File: src/rtl/vga_frame_reader.sv
// vga_frame_reader
// Read side of the 256x256x3-bit video memory. Generates 640x480@60 Hz VGA
// timing from a 50 MHz clock (one pixel every second clock), fetches one RGB
// pixel per pixel period through the memory read port, and drives the VGA
// pins together with vertical-blank and frame-start status.
//
// Memory read port timing: oReadAddress is held for both clocks of a pixel
// period; iReadData is expected one clock after an address is presented and
// is captured on the pixel's second clock, so a 1-clock memory latency is
// absorbed without stalling. There is no arbitration with writers: whatever
// the memory returns is shown.
//
// Pipeline: counters -> stage A (window flag, address, raw sync/blank/start)
// -> stage B (colour gating and output registers). Every output for a counter
// value (H,V) appears exactly two clocks after the counters take that value,
// so sync, blank, frame-start and colour stay mutually aligned.

module vga_frame_reader #(
  parameter int WIN_COL = 192,
  parameter int WIN_ROW = 112
) (
  input  logic        Clock,
  input  logic        Reset,
  input  logic [2:0]  iReadData,
  output logic [15:0] oReadAddress,
  output logic        oVGA_RED,
  output logic        oVGA_GREEN,
  output logic        oVGA_BLUE,
  output logic        oVGA_HSYNC,
  output logic        oVGA_VSYNC,
  output logic        oVBlank,
  output logic        oFrameStart
);

  // Line: visible 0-639, front porch 640-655, sync 656-751, back porch 752-799.
  localparam logic [9:0] H_LAST       = 10'd799;
  localparam logic [9:0] H_SYNC_FIRST = 10'd656;
  localparam logic [9:0] H_SYNC_LAST  = 10'd751;
  // Frame: visible 0-479, front porch 480-489, sync 490-491, back porch 492-524.
  localparam logic [9:0] V_LAST       = 10'd524;
  localparam logic [9:0] V_VISIBLE    = 10'd480;
  localparam logic [9:0] V_SYNC_FIRST = 10'd490;
  localparam logic [9:0] V_SYNC_LAST  = 10'd491;
  // Image window bounds (256x256), end values are exclusive.
  localparam logic [9:0] WIN_COL_FIRST = 10'(WIN_COL);
  localparam logic [9:0] WIN_COL_END   = 10'(WIN_COL + 256);
  localparam logic [9:0] WIN_ROW_FIRST = 10'(WIN_ROW);
  localparam logic [9:0] WIN_ROW_END   = 10'(WIN_ROW + 256);

  logic       phase;
  logic       tick;
  logic [9:0] h_cnt;
  logic [9:0] v_cnt;
  logic       h_wrap;
  logic       v_wrap;

  // Stage A next values and registers.
  logic        win_next;
  logic [15:0] addr_next;
  logic        hsync_next;
  logic        vsync_next;
  logic        vblank_next;
  logic        fs_next;
  logic        win_a;
  logic        hsync_a;
  logic        vsync_a;
  logic        vblank_a;
  logic        fs_a;

  // A pixel period is two clocks; the counters move on the second one.
  assign tick   = phase;
  assign h_wrap = (h_cnt == H_LAST);
  assign v_wrap = (v_cnt == V_LAST);

  // Pixel-enable phase: toggles every clock.
  always_ff @(posedge Clock) begin
    if (!Reset) phase <= 1'b0;
    else        phase <= ~phase;
  end

  // Horizontal counter 0..799, advances once per pixel period.
  always_ff @(posedge Clock) begin
    if (!Reset)    h_cnt <= 10'd0;
    else if (tick) h_cnt <= h_wrap ? 10'd0 : h_cnt + 10'd1;
  end

  // Vertical counter 0..524, advances when the horizontal counter wraps.
  always_ff @(posedge Clock) begin
    if (!Reset)              v_cnt <= 10'd0;
    else if (tick && h_wrap) v_cnt <= v_wrap ? 10'd0 : v_cnt + 10'd1;
  end

  // Stage A decode: window test, window-relative address, raw sync/blank/start.
  // Offsets wrap to 8 bits; inside the window they are always 0..255.
  always_comb begin
    win_next    = (h_cnt >= WIN_COL_FIRST) && (h_cnt < WIN_COL_END) &&
                  (v_cnt >= WIN_ROW_FIRST) && (v_cnt < WIN_ROW_END);
    addr_next   = 16'h0000;
    if (win_next)
      addr_next = {8'(v_cnt - WIN_ROW_FIRST), 8'(h_cnt - WIN_COL_FIRST)};
    hsync_next  = !((h_cnt >= H_SYNC_FIRST) && (h_cnt <= H_SYNC_LAST));
    vsync_next  = !((v_cnt >= V_SYNC_FIRST) && (v_cnt <= V_SYNC_LAST));
    vblank_next = (v_cnt >= V_VISIBLE);
    fs_next     = (h_cnt == 10'd0) && (v_cnt == 10'd0) && !phase;
  end

  // Stage A registers: the memory address leaves the block from here.
  always_ff @(posedge Clock) begin
    if (!Reset) begin
      win_a        <= 1'b0;
      oReadAddress <= 16'h0000;
      hsync_a      <= 1'b1;
      vsync_a      <= 1'b1;
      vblank_a     <= 1'b0;
      fs_a         <= 1'b0;
    end else begin
      win_a        <= win_next;
      oReadAddress <= addr_next;
      hsync_a      <= hsync_next;
      vsync_a      <= vsync_next;
      vblank_a     <= vblank_next;
      fs_a         <= fs_next;
    end
  end

  // Stage B output registers: colour gated by the window, status copied.
  always_ff @(posedge Clock) begin
    if (!Reset) begin
      {oVGA_RED, oVGA_GREEN, oVGA_BLUE} <= 3'b000;
      oVGA_HSYNC  <= 1'b1;
      oVGA_VSYNC  <= 1'b1;
      oVBlank     <= 1'b0;
      oFrameStart <= 1'b0;
    end else begin
      {oVGA_RED, oVGA_GREEN, oVGA_BLUE} <= win_a ? iReadData : 3'b000;
      oVGA_HSYNC  <= hsync_a;
      oVGA_VSYNC  <= vsync_a;
      oVBlank     <= vblank_a;
      oFrameStart <= fs_a;
    end
  end

endmodule

File: config.mk
export PLATFORM = sky130hd
export DESIGN_NAME = vga_frame_reader
export DESIGN_NICKNAME = d
export VERILOG_FILES = /design/src/rtl/vga_frame_reader.sv
export SDC_FILE = /design/constraint.sdc
export NUM_CORES = 1
export LEC_CHECK = 0
export ABC_AREA = 1
export CAP_MARGIN = 20
export CORE_MARGIN = 2
export CORE_UTILIZATION = 45
export DETAILED_ROUTE_END_ITERATION = 7
export PLACE_DENSITY = 0.64
export SLEW_MARGIN = 25
export SYNTH_ARGS = -nofsm -noshare
export SYNTH_HDL_FRONTEND = slang
export SYNTH_SLANG_ARGS = --single-unit
export TNS_END_PERCENT = 5
File: constraint.sdc
create_clock -name Clock -period 2.1 [get_ports Clock]
set_clock_uncertainty 0.15 [all_clocks]
set_input_delay 0.42 -clock Clock [delete_from_list [all_inputs] [get_ports Clock]]
set_output_delay 0.42 -clock Clock [all_outputs]
set_load 0.01 [all_outputs]
==> results.txt <==
Vias = 1929
Clock share of power = 41.2%
RSZ-0062 raised after global routing = false
Synthesis warning total = 0
Area Overhead vs Synth = 23.0%
Clk buf depth = 2
CP bufs+invs = 1
Die Ht = 74.3 um
Initial antenna violation count = 0
Critical path required time = 2.15 ns
Synth area leader = dfxtp_1
Total CTS buffers = 5
Tcrit/Tclk final = 83.1%
Synth Register Bits = 49
R2R Setup Slk = 0.35 ns
FF-to-FF path depth = 8
Part of the power in registers = 55.3%
Remaining global-route overflow = 0
Period minus WS final = 1.75 ns
Top cell type's share of synthesized area = 44.2%
Final Core Density = 57.4%
Slew headroom = 74.8%
# setup viols final = 0
Die span in x = 74.3 um
Row Count = 25
CP top delay family = simple AND/OR/NAND/NOR gates
Dpl hpwl = 3720 um
GRT Overall Usage = 19.3%
Post-CTS setup buffers = 0
Final hold violations = 0
Crit path launch type = flop
Clock Sink Count = 49
Sw frac = 20.6%
CTS resizes = 0
Root Buffer = clkbuf_8
Hold EP = oVGA_VSYNC$_SDFF_PN1_
Pleak = 1.12 nW
Sequential fraction of the synthesis area = 44.2%
Peak VDD IR = 0.000319 V
Iter 0 DRT Violations = 111
Vias in the first global route = 1727
Psw = 0.000351 W
HP Class = reg -> reg
Port bufs = 27
Most frequent cells in the layout = nand2_1 (63), dfxtp_1 (49), nor2_1 (48)
Status = finished, final reports clean
Net Count, Synth = 318
Most common cell after layout, fill and taps aside = nand2_1
Antenna Nets Post-Route = 0
Max Cap Viol = 0
Reg-to-Reg End = h_cnt[5]$_SDFFE_PN0P_
CORE AREA = 0.00475 mm2
Initial Util = 46.7%
Via-per-instance ratio = 4.72
Reg2reg start = h_cnt[0]$_SDFFE_PN0P_
# hold bufs at CTS = 0
CP Max Fanout = 6
Combinational Power Share = 3.5%
Gate count after technology mapping = 302
CP peak stage delay = 0.39 ns
Layout cells sized above 1 = 13.5%
Die area = 0.00551 mm2
F_max = 573 MHz
Post-synthesis cell area = 0.00222 mm2
Clock-pin slew on the worst setup and hold paths = 0.10 ns
Top cells by area, synth = dfxtp_1 (44%), nand2_1 (11%), nor2_1 (8.1%)
Post-synth cell types = 30
CP arrival = 1.80 ns
Pint = 0.00135 W
Final max-slew violation count = 0
DR WL/cell = 11.8 um
I/O pins = 28
Crit path depth = 8
Hold Path Depth = 1
CTS tree = done
Critical path class = reg -> reg
Final #Nets = 357
Clock Latency Late Sink = 0.31 ns
Largest net degree at the start of global routing = 17
Worst Setup End Kind = flop
Final GP Congestion = 0.909
ANT cells = 0
DRC violations left = 0
Drt first pass iters = 4
Syn avg cell area = 7.35 um2
First-pass GRT wire length = 8020 um
Fin Setup TNS = 0 ns
Pwr per Cell Area = 622 mW/mm2
H-tree Lvls = 2
Routed wire length = 4840 um
Slowest CP cell = dfxtp_1
Worst-Margin Slew = 0.377 ns
CP cell instances = ha_1 -> nand2_1 -> nor2_4 -> nand3_2 -> nand2_2 -> buf_4 -> nor2_1 -> and2_1
Worst Min Path Start = vsync_a$_SDFF_PN1_
[layer usage]
metal	GRT usage (%)	wire (um)
met5	0	0
met4	9.33	79
met3	4.34	355
met2	27.8	2000
met1	27.4	2410
[layout make-up]
cell class                 instances  area (um2)
fill                             485        2020
multi-input combinational        203        1040
sequential                        49         981
timing repair buffer              34         323
inverter                          48         180
tap                               67        83.8
clock buffer                       6        82.6
clock inverter                     2        37.5
[worst register-to-register path, delay by kind of cell, from the launching register on]
family	cells	cell delay [ns]
adder cells (fa/ha/maj)	1	0.22
buffers and inverters	1	0.16
flip-flops	1	0.39
AND/OR/NAND/NOR	6	0.73
[sequential cells by signal, indices dropped and copies added (netlist names)]
| name | flops |
|---|---|
| fs_a | 1 |
| h_cnt | 10 |
| hsync_a | 1 |
| oFrameStart | 1 |
| oReadAddress | 16 |
| oVBlank | 1 |
| oVGA_BLUE | 1 |
| oVGA_GREEN | 1 |
| oVGA_HSYNC | 1 |
| oVGA_RED | 1 |
| oVGA_VSYNC | 1 |
| phase | 1 |
| v_cnt | 10 |
| vblank_a | 1 |
| vsync_a | 1 |
| win_a | 1 |
[cells in the mapped netlist]
cell	instances
o22ai_1	1
a31oi_1	1
nor2_1	48
buf_6	1
nor4_1	1
nand2_1	63
nand4_1	10
dfxtp_1	49
ha_1	11
o211ai_1	1
nor3b_1	1
a21oi_1	4
nand2_2	3
and2_1	1
o21ai_1	6
o21ai_0	6
inv_1	40
inv_2	8
nand3b_1	1
xor2_1	1
buf_2	1
nand3_1	16
nor3_1	7
nand3_2	2
nor2_2	12
o21ai_2	1
nor3_2	1
or2_2	2
nor2_4	2
o31ai_1	1
[cell families (layout without fill, tap and decap cells)]
kind of cell | count (synthesis) | after routing | synth area share [%]
flops | 49 | 49 | 44.2
xor+xnor | 1 | 1 | 0.394
buf+inv | 50 | 90 | 8.84
fa+ha+maj | 11 | 11 | 6.20
simple gates | 170 | 170 | 35.2
compound gates | 21 | 21 | 5.24
[how the worst max path moves through the flow]
stage	endpoint	from
2_1_floorplan	v_cnt[9]$_SDFFE_PN0P_	h_cnt[6]$_SDFFE_PN0P_
4_1_cts	oReadAddress[15]	oReadAddress[15]$_SDFF_PN0_
6_report	h_cnt[5]$_SDFFE_PN0P_	h_cnt[0]$_SDFFE_PN0P_
5_1_grt	h_cnt[5]$_SDFFE_PN0P_	h_cnt[0]$_SDFFE_PN0P_
3_3_place_gp	fs_a$_SDFF_PN0_	Reset
3_5_place_dp	fs_a$_SDFF_PN0_	Reset
[power by group through the flow]
stage | logic (W) | clock network (W) | registers (W)
detailed placement | 0.0000588 | 0 | 0.000961
floorplan | 0.0000307 | 0 | 0.000962
finish | 0.0000595 | 0.000699 | 0.000939
CTS | 0.0000593 | 0.000723 | 0.000939
global placement | 0.0000591 | 0 | 0.000961
global route | 0.0000658 | 0.000751 | 0.000940
[per-stage QoR]
stage | std cells | hold slack, ns | total power, W | cell area [um2] | setup slack [ns]
after global placement | 401 | 0.251 | 0.00102 | 2610 | 0.248
after CTS | 409 | 0.264 | 0.00172 | 2730 | 0.357
after floorplan | 302 | 0.240 | 0.000993 | 2220 | 0.618
final | 409 | 0.256 | 0.00170 | 2730 | 0.355
after global routing | 409 | 0.271 | 0.00176 | 2730 | 0.196
after detailed placement | 401 | 0.249 | 0.00102 | 2610 | 0.189
Power figures use the tool's default switching activity.
